==> src/rtl/qproj_pkg.sv <==
// Shared types and sizing helpers for the Q-projection MAC lane.
package qproj_pkg;

  typedef enum logic [1:0] {
    ST_IDLE,
    ST_RUN,
    ST_DRAIN,
    ST_OUT
  } state_t;

  localparam int unsigned DATA_WIDTH_DEF = 8;
  localparam int unsigned FRAME_LEN_DEF  = 8;

  // Minimum accumulator width that cannot wrap over a full frame.
  function automatic int unsigned acc_width(input int unsigned dw, input int unsigned n);
    return 2 * dw + $clog2(n);
  endfunction

endpackage

==> src/rtl/qproj_mac_unit.sv <==
// Signed DATA_WIDTH x DATA_WIDTH multiply, sign-extended and accumulated into ACC_WIDTH.
module qproj_mac_unit
  import qproj_pkg::*;
#(
  parameter int unsigned DATA_WIDTH = DATA_WIDTH_DEF,
  parameter int unsigned ACC_WIDTH  = 20
) (
  input  logic                  clk,
  input  logic                  rst_n,
  input  logic                  i_clr,
  input  logic                  i_en,
  input  logic [DATA_WIDTH-1:0] i_a,
  input  logic [DATA_WIDTH-1:0] i_b,
  output logic [ACC_WIDTH-1:0]  o_sum
);

  logic [2*DATA_WIDTH-1:0] w_a_ext;
  logic [2*DATA_WIDTH-1:0] w_b_ext;
  logic [2*DATA_WIDTH-1:0] w_prod;
  logic [ACC_WIDTH-1:0]    w_prod_ext;
  logic [ACC_WIDTH-1:0]    w_sum;
  logic [ACC_WIDTH-1:0]    r_acc;

  // Low 2*DW bits of the product of sign-extended operands equal the signed product.
  assign w_a_ext    = {{DATA_WIDTH{i_a[DATA_WIDTH-1]}}, i_a};
  assign w_b_ext    = {{DATA_WIDTH{i_b[DATA_WIDTH-1]}}, i_b};
  assign w_prod     = w_a_ext * w_b_ext;
  assign w_prod_ext = {{(ACC_WIDTH-2*DATA_WIDTH){w_prod[2*DATA_WIDTH-1]}}, w_prod};
  assign w_sum      = r_acc + w_prod_ext;
  assign o_sum      = w_sum;

  always_ff @(posedge clk or negedge rst_n) begin
    if (!rst_n) begin
      r_acc <= '0;
    end else if (i_clr) begin
      r_acc <= '0;
    end else if (i_en) begin
      r_acc <= w_sum;
    end
  end

endmodule

==> src/rtl/qproj_mac_lane.sv <==
// Pops fixed-length frames from the Q-projection FIFO and emits one signed dot product per frame.
module qproj_mac_lane
  import qproj_pkg::*;
#(
  parameter int unsigned DATA_WIDTH = DATA_WIDTH_DEF,
  parameter int unsigned FRAME_LEN  = FRAME_LEN_DEF,
  parameter int unsigned ACC_WIDTH  = 20
) (
  input  logic                            clk,
  input  logic                            rst_n,
  input  logic                            w_load,
  input  logic [DATA_WIDTH*FRAME_LEN-1:0] w_data,
  input  logic                            fifo_empty,
  output logic                            fifo_read_en,
  input  logic [DATA_WIDTH-1:0]           fifo_read_data,
  output logic [ACC_WIDTH-1:0]            result,
  output logic                            result_valid,
  input  logic                            result_ready,
  output logic                            busy
);

  localparam int unsigned CW = $clog2(FRAME_LEN) + 1;
  localparam int unsigned IW = $clog2(FRAME_LEN);
  localparam logic [CW-1:0] LP_LEN  = CW'(FRAME_LEN);
  localparam logic [CW-1:0] LP_LAST = CW'(FRAME_LEN - 1);
  localparam logic [CW-1:0] LP_ONE  = CW'(1);

  state_t                r_state;
  logic [CW-1:0]         r_issue_cnt;
  logic [CW-1:0]         r_cap_cnt;
  logic                  r_rd_vld;
  logic [DATA_WIDTH-1:0] r_wbank [FRAME_LEN];
  logic [ACC_WIDTH-1:0]  r_result;
  logic                  r_result_valid;

  logic                  w_pop;
  logic                  w_start;
  logic [DATA_WIDTH-1:0] w_weight;
  logic [ACC_WIDTH-1:0]  w_sum;

  assign w_pop = (r_state == ST_RUN) && !fifo_empty && (r_issue_cnt < LP_LEN);

  // Entering RUN from IDLE (load has priority) or straight out of a completed handshake.
  assign w_start = ((r_state == ST_IDLE) && !w_load && !fifo_empty) ||
                   ((r_state == ST_OUT) && result_ready && !fifo_empty);

  assign w_weight = r_wbank[r_cap_cnt[IW-1:0]];

  qproj_mac_unit #(
    .DATA_WIDTH (DATA_WIDTH),
    .ACC_WIDTH  (ACC_WIDTH)
  ) u_mac (
    .clk   (clk),
    .rst_n (rst_n),
    .i_clr (w_start),
    .i_en  (r_rd_vld),
    .i_a   (fifo_read_data),
    .i_b   (w_weight),
    .o_sum (w_sum)
  );

  always_ff @(posedge clk or negedge rst_n) begin
    if (!rst_n) begin
      r_state        <= ST_IDLE;
      r_issue_cnt    <= '0;
      r_cap_cnt      <= '0;
      r_rd_vld       <= 1'b0;
      r_result       <= '0;
      r_result_valid <= 1'b0;
      for (int unsigned i = 0; i < FRAME_LEN; i++) begin
        r_wbank[i] <= '0;
      end
    end else begin
      r_rd_vld <= w_pop;
      if (w_pop) begin
        r_issue_cnt <= r_issue_cnt + LP_ONE;
      end
      if (r_rd_vld) begin
        r_cap_cnt <= r_cap_cnt + LP_ONE;
      end
      case (r_state)
        ST_IDLE: begin
          if (w_load) begin
            for (int unsigned i = 0; i < FRAME_LEN; i++) begin
              r_wbank[i] <= w_data[i*DATA_WIDTH +: DATA_WIDTH];
            end
          end else if (w_start) begin
            r_state     <= ST_RUN;
            r_issue_cnt <= '0;
            r_cap_cnt   <= '0;
          end
        end
        ST_RUN: begin
          if (w_pop && (r_issue_cnt == LP_LAST)) begin
            r_state <= ST_DRAIN;
          end
        end
        ST_DRAIN: begin
          if (r_rd_vld && (r_cap_cnt == LP_LAST)) begin
            r_state        <= ST_OUT;
            r_result       <= w_sum;
            r_result_valid <= 1'b1;
          end
        end
        ST_OUT: begin
          if (result_ready) begin
            r_result_valid <= 1'b0;
            if (w_start) begin
              r_state     <= ST_RUN;
              r_issue_cnt <= '0;
              r_cap_cnt   <= '0;
            end else begin
              r_state <= ST_IDLE;
            end
          end
        end
        default: r_state <= ST_IDLE;
      endcase
    end
  end

  assign fifo_read_en = w_pop;
  assign result       = r_result;
  assign result_valid = r_result_valid;
  assign busy         = (r_state != ST_IDLE);

endmodule

==> config.mk <==
export PLATFORM = sky130hd
export DESIGN_NAME = qproj_mac_lane
export DESIGN_NICKNAME = d
export VERILOG_FILES = /design/src/rtl/qproj_pkg.sv /design/src/rtl/qproj_mac_unit.sv /design/src/rtl/qproj_mac_lane.sv
export SDC_FILE = /design/constraint.sdc
export NUM_CORES = 1
export LEC_CHECK = 0
export ABC_AREA = 1
export CORE_MARGIN = 5
export CORE_UTILIZATION = 40
export CTS_BUF_LIST = sky130_fd_sc_hd__clkbuf_8
export DETAILED_ROUTE_END_ITERATION = 6
export HOLD_SLACK_MARGIN = 0.02
export PLACE_DENSITY = 0.67
export REMOVE_ABC_BUFFERS = 1
export SLEW_MARGIN = 20
export SYNTH_ARGS = -nofsm -noshare
export SYNTH_HDL_FRONTEND = slang
export SYNTH_SLANG_ARGS = --single-unit
==> constraint.sdc <==
create_clock -name clk -period 12.6 [get_ports clk]
set_clock_uncertainty 0.15 [all_clocks]
set_input_delay 2.52 -clock clk [delete_from_list [all_inputs] [get_ports clk]]
set_output_delay 2.52 -clock clk [all_outputs]
set_load 0.03 [all_outputs]
Word-level counts from Yosys, hierarchy flattened
Index checks and enable logic that the tools add are counted.
{"block": "totals", "ff_bits": 116, "in_bits": 77, "output_inout_bits": 23, "word_cells": 76}
{"block": "op_classes", "n_addsub": 3, "mul": 1, "n_lt_le_gt_ge": 2, "eq_ne": 10, "muxes": 25, "bitwise_logic": 1, "reduce_logical": 19}
{"cell": "$mux W20", "count": 2}
{"cell": "$mux W4", "count": 8}
{"cell": "$bmux W8 S3", "count": 1}
{"cell": "$add A20 B20 Y20", "count": 1}
{"cell": "$mul A8 B8 Y16", "count": 1}
{"cell": "$mux W8", "count": 2}
{"cell": "$pmux W4 S2", "count": 2}
{"cell": "$mux W2", "count": 5}
{"cell": "$add A4 B1 Y4 const B", "count": 2}
{"cell": "$eq A4 B3 Y1 const B", "count": 2}
{"cell": "$logic_and A1 B1 Y1", "count": 8}
{"cell": "$pmux W2 S4", "count": 1}
{"cell": "$ne A2 B2 Y1 const B", "count": 3}
{"cell": "$reduce_bool A2 Y1", "count": 3}
{"cell": "$reduce_and A5 Y1", "count": 1}
{"cell": "$eq A2 B2 Y1 const B", "count": 2}
{"cell": "$ge A4 B4 Y1 const B", "count": 1}
{"cell": "$lt A4 B4 Y1 const B", "count": 1}
{"cell": "$ne A2 B1 Y1 const B", "count": 2}
{"cell": "$not A3 Y4", "count": 1}
{"cell": "$reduce_and A2 Y1", "count": 2}
{"cell": "$mux W1", "count": 3}
{"cell": "$reduce_and A3 Y1", "count": 1}
{"cell": "$eq A2 B1 Y1 const B", "count": 1}
{"cell": "other kinds (4)", "count": 5}

Logic depth before layout (Yosys ltp)
Gate-level depths: netlist of the first run.
{"block": "depth", "ltp_word": 8, "ltp_mapped": 37, "depth_no_buf": 36}

Cells and area by module
Synthesis of the first run repeated with hierarchy kept, for this count alone.
{"block": "unflattened", "hier_cells": 1081, "hier_area_um2": 9088.7}
{"module": "qproj_mac_unit", "instances": 1, "cells_per_inst": 647, "area_each_um2": 4625.7, "seq_area_each_um2": 500.5}
{"module": "qproj_mac_lane", "instances": 1, "cells_per_inst": 434, "area_each_um2": 4463.0, "seq_area_each_um2": 2402.3}

Worst setup path after synthesis of the first run
OpenSTA, ideal clock, no wires.
{"block": "synth_timing", "kind": "input -> register", "start": "input port fifo_read_data[7]", "end": "register r_result[19], in the netlist result[19]", "setup_ns": 0.119, "arrival_time_ns": 7.251, "required_time_ns": 12.331, "path_slack_ns": 5.080, "cell_stages": 28, "path_buffers": 0, "path_cell_list": "inv_1 nor2_1 fa_1 inv_1 fa_1 inv_1 fa_1 inv_1 fa_1 inv_1 ha_1 nand2_1 nor2_1 nand3_1 inv_1 nor2_1 nand3_1 nand2_1 ha_1 nand2_1 nor2_1 nand2_1 inv_1 nand4_1 nand3_1 nand3_1 nand3_1 nand2_1"}
{"block": "synth_between", "elab_chain_cells": 2}
{"element": "start: declaration", "line_no": "qproj_mac_lane.sv:15", "text": "input logic [DATA_WIDTH-1:0] fifo_read_data,"}
{"element": "$mul A8 B8 Y16", "line_no": "qproj_mac_unit.sv:27", "text": "assign w_prod = w_a_ext * w_b_ext;"}
{"element": "$add A20 B20 Y20", "line_no": "qproj_mac_unit.sv:29", "text": "assign w_sum = r_acc + w_prod_ext;"}
{"element": "end signal: assignment", "line_no": "qproj_mac_lane.sv:101", "text": "r_result <= w_sum;"}
{"element": "end: declaration", "line_no": "qproj_mac_lane.sv:33", "text": "logic [ACC_WIDTH-1:0] r_result;"}
Every way passes these cells.
A chain may end at the register's enable or synchronous reset.

Final worst setup path of the first run
{"block": "layout_timing", "start": "input port fifo_read_data[7]", "end": "register r_result[17], in the netlist result[17]"}
The elaborated chain is that of the path after synthesis.

==> impl_metrics.env, run 1 <==
export IMPL_cts_root_buffer="clkbuf_8"
export IMPL_worstPathRequired_ns=12.79
export IMPL_grt_pass1_wl_um=34800
export IMPL_synth_most_common_cell="nand2_1"
export IMPL_async_flop_share_pct=100
export IMPL_synthTopCellsByCount="177 x nand2_1, 153 x inv_1, 116 x dfrtp_1, 115 x nor2_1, 64 x mux2_2"
export IMPL_via_per_inst=4.99
export IMPL_syn_avg_cell_area_um2=8.73
export IMPL_worstSetupStartpointType="input port"
export IMPL_cts_resized=0
export IMPL_max_freq_mhz=121
export IMPL_maxSlewHeadroom_pct=35.0
export IMPL_ys_ff_latch=116
export IMPL_initial_core_util_pct=40.3
export IMPL_cp_top_family="adder cells"
export IMPL_yosysSeqAreaShare_pct=33.2
export IMPL_clk_pin_slew_ns=0.09
export IMPL_synth_area_um2=8750
export IMPL_worst_pin_slew_ns=0.969
export IMPL_crit_top_cell="inv_1"
export IMPL_synth_main_ff_cell="dfrtp_1"
export IMPL_antenna_found_initial=1
export IMPL_netlist_area_leader_share_pct=33.2
export IMPL_fp_row_count=54
export IMPL_dr_pass1_iters=5
export IMPL_drt_iter0_markers=362
export IMPL_grt_max_degree=82
export IMPL_core_area_um2=21700
export IMPL_boundaryPins=100
export IMPL_die_area_um2=24900
export IMPL_cts_tree="yes"
export IMPL_cp_num_cells=27
export IMPL_setup_viol=0
export IMPL_synth_warnings=0
export IMPL_cts_sinks=116
export IMPL_critPathBufInv=7
export IMPL_die_y_um=158
export IMPL_yosysUniqueCellTypes=46
export IMPL_finalMaxSlewViolations=0
export IMPL_grt_use_total_pct=17.5
export IMPL_grt_pass1_vias=7167
export IMPL_end_kind="register"
export IMPL_grt_remaining_overflow=0
export IMPL_synthCells=1002
export IMPL_hold_viol=0
export IMPL_ctsHoldBuffers=0
export IMPL_vias=6963
export IMPL_place_hpwl_um=15800
export IMPL_worstSetupPathType="in -> reg"
export IMPL_hp_class="reg -> reg"
export IMPL_post_cts_setup_buffers=0
export IMPL_yosys_area_top_type="dfrtp_1"
export IMPL_reg2reg_to="result[17]"
export IMPL_reg2reg_from="r_cap_cnt[1]"
export IMPL_maxCapViolations=0
export IMPL_cp_startpoint="fifo_read_data[7]"
export IMPL_wl_per_cell_um=14.8
export IMPL_crit_fanout=7
export IMPL_reg2reg_depth=29
export IMPL_period_share_pct=65.5
export IMPL_place_congestion=0.921
export IMPL_routed_wl_um=20700
export IMPL_clk_latency_ns=0.45
export IMPL_finish_net_count=1291
export IMPL_tns_ns=0
export IMPL_crit_end="result[17]"
export IMPL_status="complete, no violations"
export IMPL_cts_path_max_buffers=2
export IMPL_min_period_ns=8.26
export IMPL_critical_path_arrival_ns=8.45
export IMPL_synth_edff_count=0
export IMPL_portBuffers=99
export IMPL_syn_to_final_growth_pct=18.9
export IMPL_htreeDepth=4
export IMPL_slowest_stage="fa_1"
export IMPL_rsz0062_at_grt="no"
export IMPL_die_width_um=158
export IMPL_ant_nets=0
export IMPL_cp_slowest_stage_delay_ns=0.66
export IMPL_synthTopCellsByArea="dfrtp_1 33%, fa_1 13%, mux2_2 8.2%"
export IMPL_r2r_setup_slack_ns=5.29
export IMPL_drive_above_1_share_pct=12.9
export IMPL_drc=0
export IMPL_cts_buffers=17
==> registers in the layout (all words and copies together), names as in the netlist <==
name and flops:
r_wbank 64, r_issue_cnt 4, r_state 2, result 20
r_rd_vld 1, result_valid 1, r_cap_cnt 4, u_mac.r_acc 20
==> worst reg2reg max path, delay by kind of cell, from the launching register on <==
family                     cells  cell delay (ns)
and+or+nand+nor               15             2.22
buffers and inverters          6             0.74
DFF                            1             0.79
adders and majority gates      6             3.03
AOI/OAI and AO/OA              2             0.31
==> kinds of logic (layout without fill, tap and decap cells) <==
family | after synthesis | after routing | synth area share, %
compound gates | 139 | 139 | 9.80
xor+xnor | 20 | 20 | 2.00
flops | 116 | 116 | 33.2
mux | 64 | 64 | 8.24
other cells | 0 | 1 | 0
fa+ha+maj | 112 | 112 | 20.8
buf+inv | 190 | 303 | 8.78
simple gates | 361 | 361 | 17.2
==> per-layer routing <==
layer | up-vias | wire length (um) | global-route usage, %
met1 | 3361 | 9630 | 23.1
met3 | 46 | 708 | 2.84
li1 | 3417 | - | -
met2 | 139 | 9700 | 28.4
met4 | 0 | 685 | 7.66
met5 | - | 0 | 0
==> cell usage in the layout (no fill, tap or decap), types with 3 or more instances in the layout <==
cell,Yosys,final
nand2_1,177,176
dfrtp_1,116,116
o221ai_2,3,3
o21ai_1,19,19
a21oi_1,30,30
clkinvlp_4,0,5
nand3b_1,3,3
mux2_2,64,64
a21oi_2,3,3
o22ai_1,8,8
o21ai_0,49,49
o21bai_1,4,4
ha_1,56,56
nor2_2,5,5
clkdlybuf4s50_1,0,98
nand2_2,7,8
buf_4,3,5
fa_1,56,56
inv_2,13,13
o221ai_1,7,7
nand4_1,8,8
nor3_2,3,3
nand3_1,35,35
inv_1,153,153
clkinv_4,0,4
xor2_1,9,9
clkbuf_8,1,19
nor2_1,115,115
xnor2_1,11,11
nor3_1,4,4
==> final cells by class <==
class	instances	area, um^2
clock inverters	13	150
well taps	280	350
inverters	167	627
repair buffers	104	1030
flip-flops and latches	116	2900
multi-input cells	696	5080
fillers	2038	11300
diodes	1	2.50
clock buffers	19	262
==> through the flow <==
step / std cells / util [%] / area, um^2 / hold slack (ns) / setup slack, ns
global placement: 1363 / 46.0 / 9980 / 0.319 / 3.95
finish: 1396 / 48.0 / 10400 / 0.333 / 4.34
global route: 1396 / 48.0 / 10400 / 0.352 / 4.04
detailed placement: 1363 / 46.0 / 9980 / 0.319 / 3.95
CTS: 1395 / 47.9 / 10400 / 0.333 / 4.45
floorplan: 979 / - / 8610 / 0.306 / 5.07
==> worst min path at each step <==
stage | slack, ns | from | depth (start not counted) | end
after detailed placement | 0.32 | result[14] | 2 | result[14]
after floorplan | 0.31 | u_mac.r_acc[15] | 2 | u_mac.r_acc[15]
after global placement | 0.32 | result[2] | 2 | result[2]
final | 0.33 | r_issue_cnt[3] | 1 | r_rd_vld
after CTS | 0.33 | r_issue_cnt[3] | 1 | r_rd_vld
after global routing | 0.35 | r_issue_cnt[3] | 1 | r_rd_vld
Power of run 1 is not shown: default switching activity piles up to over one toggle a cycle in this logic, so the estimate is an artifact.
==> inputs of run 2 (changes only) <==
- PLACE_DENSITY: 0.67 -> 0.69
- clock period: 12.6 -> 7 ns (I/O delays scaled with it)
==> run 2 against run 1 <==
Net effect:
- sequential cell count stayed put
- wire length up 3.2%
- critical path depth rose by 1
- global-route usage grew 0.72 points
- non-clock buffer count up 62
- final cell count grew 4.3%
- largest cell class unchanged
- highest routed layer unchanged
==> impl_metrics.env, run 2 (synthesis results as in run 1) <==
export IMPL_status="complete, no violations"
export IMPL_largest_register="r_wbank"
export IMPL_ctsHoldBuffers=0
export IMPL_r2r_setup_slack_ns=0.47
export IMPL_worstSetupStartpointType="input port"
export IMPL_drive_above_1_share_pct=18.6
export IMPL_worstSetupPathType="in -> reg"
export IMPL_drt_iter0_markers=432
export IMPL_die_width_um=158
export IMPL_cts_root_buffer="clkbuf_8"
export IMPL_whs_ns=0.332
export IMPL_end_kind="register"
export IMPL_maxCapViolations=0
export IMPL_grt_use_total_pct=18.2
export IMPL_die_y_um=158
export IMPL_hold_viol=0
export IMPL_place_congestion=0.912
export IMPL_tns_ns=0
export IMPL_wl_per_cell_um=14.7
export IMPL_fp_row_count=54
export IMPL_dr_pass1_iters=5
export IMPL_min_period_ns=6.68
export IMPL_htreeDepth=4
export IMPL_reg2reg_to="result[18]"
export IMPL_grt_pass1_wl_um=36300
export IMPL_hold_depth=2
export IMPL_maxSlewHeadroom_pct=32.8
export IMPL_clk_latency_ns=0.45
export IMPL_place_hpwl_um=16600
export IMPL_core_area_um2=21700
export IMPL_worstPathRequired_ns=7.19
export IMPL_reg2reg_depth=32
export IMPL_grt_remaining_overflow=0
export IMPL_mostFrequentLayoutCells="174 x nand2_1, 151 x inv_1, 115 x dfrtp_1, 113 x nor2_1, 97 x clkdlybuf4s50_1"
export IMPL_critical_path_arrival_ns=6.88
export IMPL_vias=7163
export IMPL_cts_buffers=17
export IMPL_drc=0
export IMPL_reg2reg_from="r_cap_cnt[0]"
export IMPL_routed_wl_um=21400
export IMPL_portBuffers=99
export IMPL_grt_pass1_vias=7544
export IMPL_ant_nets=0
export IMPL_cts_sinks=116
export IMPL_clk_pin_slew_ns=0.07
export IMPL_largest_reg_flops=64
export IMPL_worst_pin_slew_ns=1.00
export IMPL_final_common_cell="nand2_1"
export IMPL_finalMaxSlewViolations=0
export IMPL_finish_net_count=1353
export IMPL_max_freq_mhz=150
export IMPL_hp_start="result[16]"
export IMPL_syn_to_final_growth_pct=25.5
export IMPL_boundaryPins=100
export IMPL_initial_core_util_pct=40.3
export IMPL_via_per_inst=4.92
export IMPL_crit_fanout=4
export IMPL_hp_class="reg -> reg"
export IMPL_period_share_pct=95.5
export IMPL_rsz0062_at_grt="no"
export IMPL_die_area_um2=24900
export IMPL_antenna_found_initial=1
export IMPL_whs_endpoint="result[16]"
export IMPL_grt_max_degree=80
export IMPL_setup_viol=0
export IMPL_cts_tree="yes"
export IMPL_cts_path_max_buffers=2
==> run 2: cell types whose count changed in the layout (fill, tap and decap cells not counted), moves of 3 or more <==
cell	delta
clkinv_4	-4
ha_4	+3
buf_4	+61
ha_1	-3
nor2_4	+3
inv_2	+3
==> run 2: routing by layer <==
layer	routed length, um	vias to the layer above	global-route usage, %
met2	10400	129	30.2
met3	796	29	3.47
li1	-	3546	-
met4	440	0	6.55
met1	9760	3459	23.8
met5	0	-	0
==> run 2: how the worst max path moves through the flow <==
stage | end | startpoint | depth (start not counted)
after detailed placement | result[18] | fifo_read_data[7] | 29
after global routing | result[18] | fifo_read_data[1] | 26
after global placement | result[18] | fifo_read_data[7] | 29
after CTS | result[18] | fifo_read_data[7] | 29
after floorplan | result[19] | r_cap_cnt[0] | 31
final | result[18] | fifo_read_data[3] | 28
==> run 2: metrics by stage <==
stage | util (%) | setup slack, ns | instance area (um^2) | cells
finish | 50.6 | 0.315 | 11000 | 1456
global route | 50.6 | 0.00911 | 11000 | 1456
CTS | 50.0 | 0.0486 | 10800 | 1449
detailed placement | 48.0 | -0.381 | 10400 | 1419
global placement | 48.0 | -0.341 | 10400 | 1419
floorplan | - | 0.569 | 8610 | 979
==> run 2: critical path, cell delays in order <==
cell             delay (ns)
clkdlybuf4s50_1        0.46
inv_1                  0.14
nor2_1                 0.08
fa_1                   0.53
inv_1                  0.05
fa_1                   0.48
inv_1                  0.06
fa_1                   0.57
inv_1                  0.07
fa_1                   0.54
inv_1                  0.06
ha_4                   0.25
a21oi_1                0.13
nand2_1                0.11
nand4_1                0.10
nand3_2                0.09
nand2_1                0.07
nand2_1                0.06
a21oi_2                0.18
xnor2_2                0.11
ha_1                   0.36
nand4_1                0.17
nor3_2                 0.28
nand4_1                0.18
nand3_1                0.12
nand2_1                0.07
nand3_1                0.08
nand2_1                0.06
==> run 2: what timing repair did <==
action	4_1_cts	5_1_grt
setup buffers	0	6
endpoints found under the hold margin	0	0
setup endpoints to repair	0	12
gates resized for setup	0	20
==> run 2: area by class of cell <==
cell class / count / area, um^2
Antenna cell: 1 / 2.50
Clock buffer: 20 / 275
Clock inverter: 10 / 156
Fill cell: 1975 / 10700
Inverter: 167 / 627
Multi-Input combinational cell: 696 / 5160
Sequential cell: 116 / 2900
Tap cell: 280 / 350
Timing Repair Buffer: 166 / 1500
Power of run 2 is left out for the same reason.
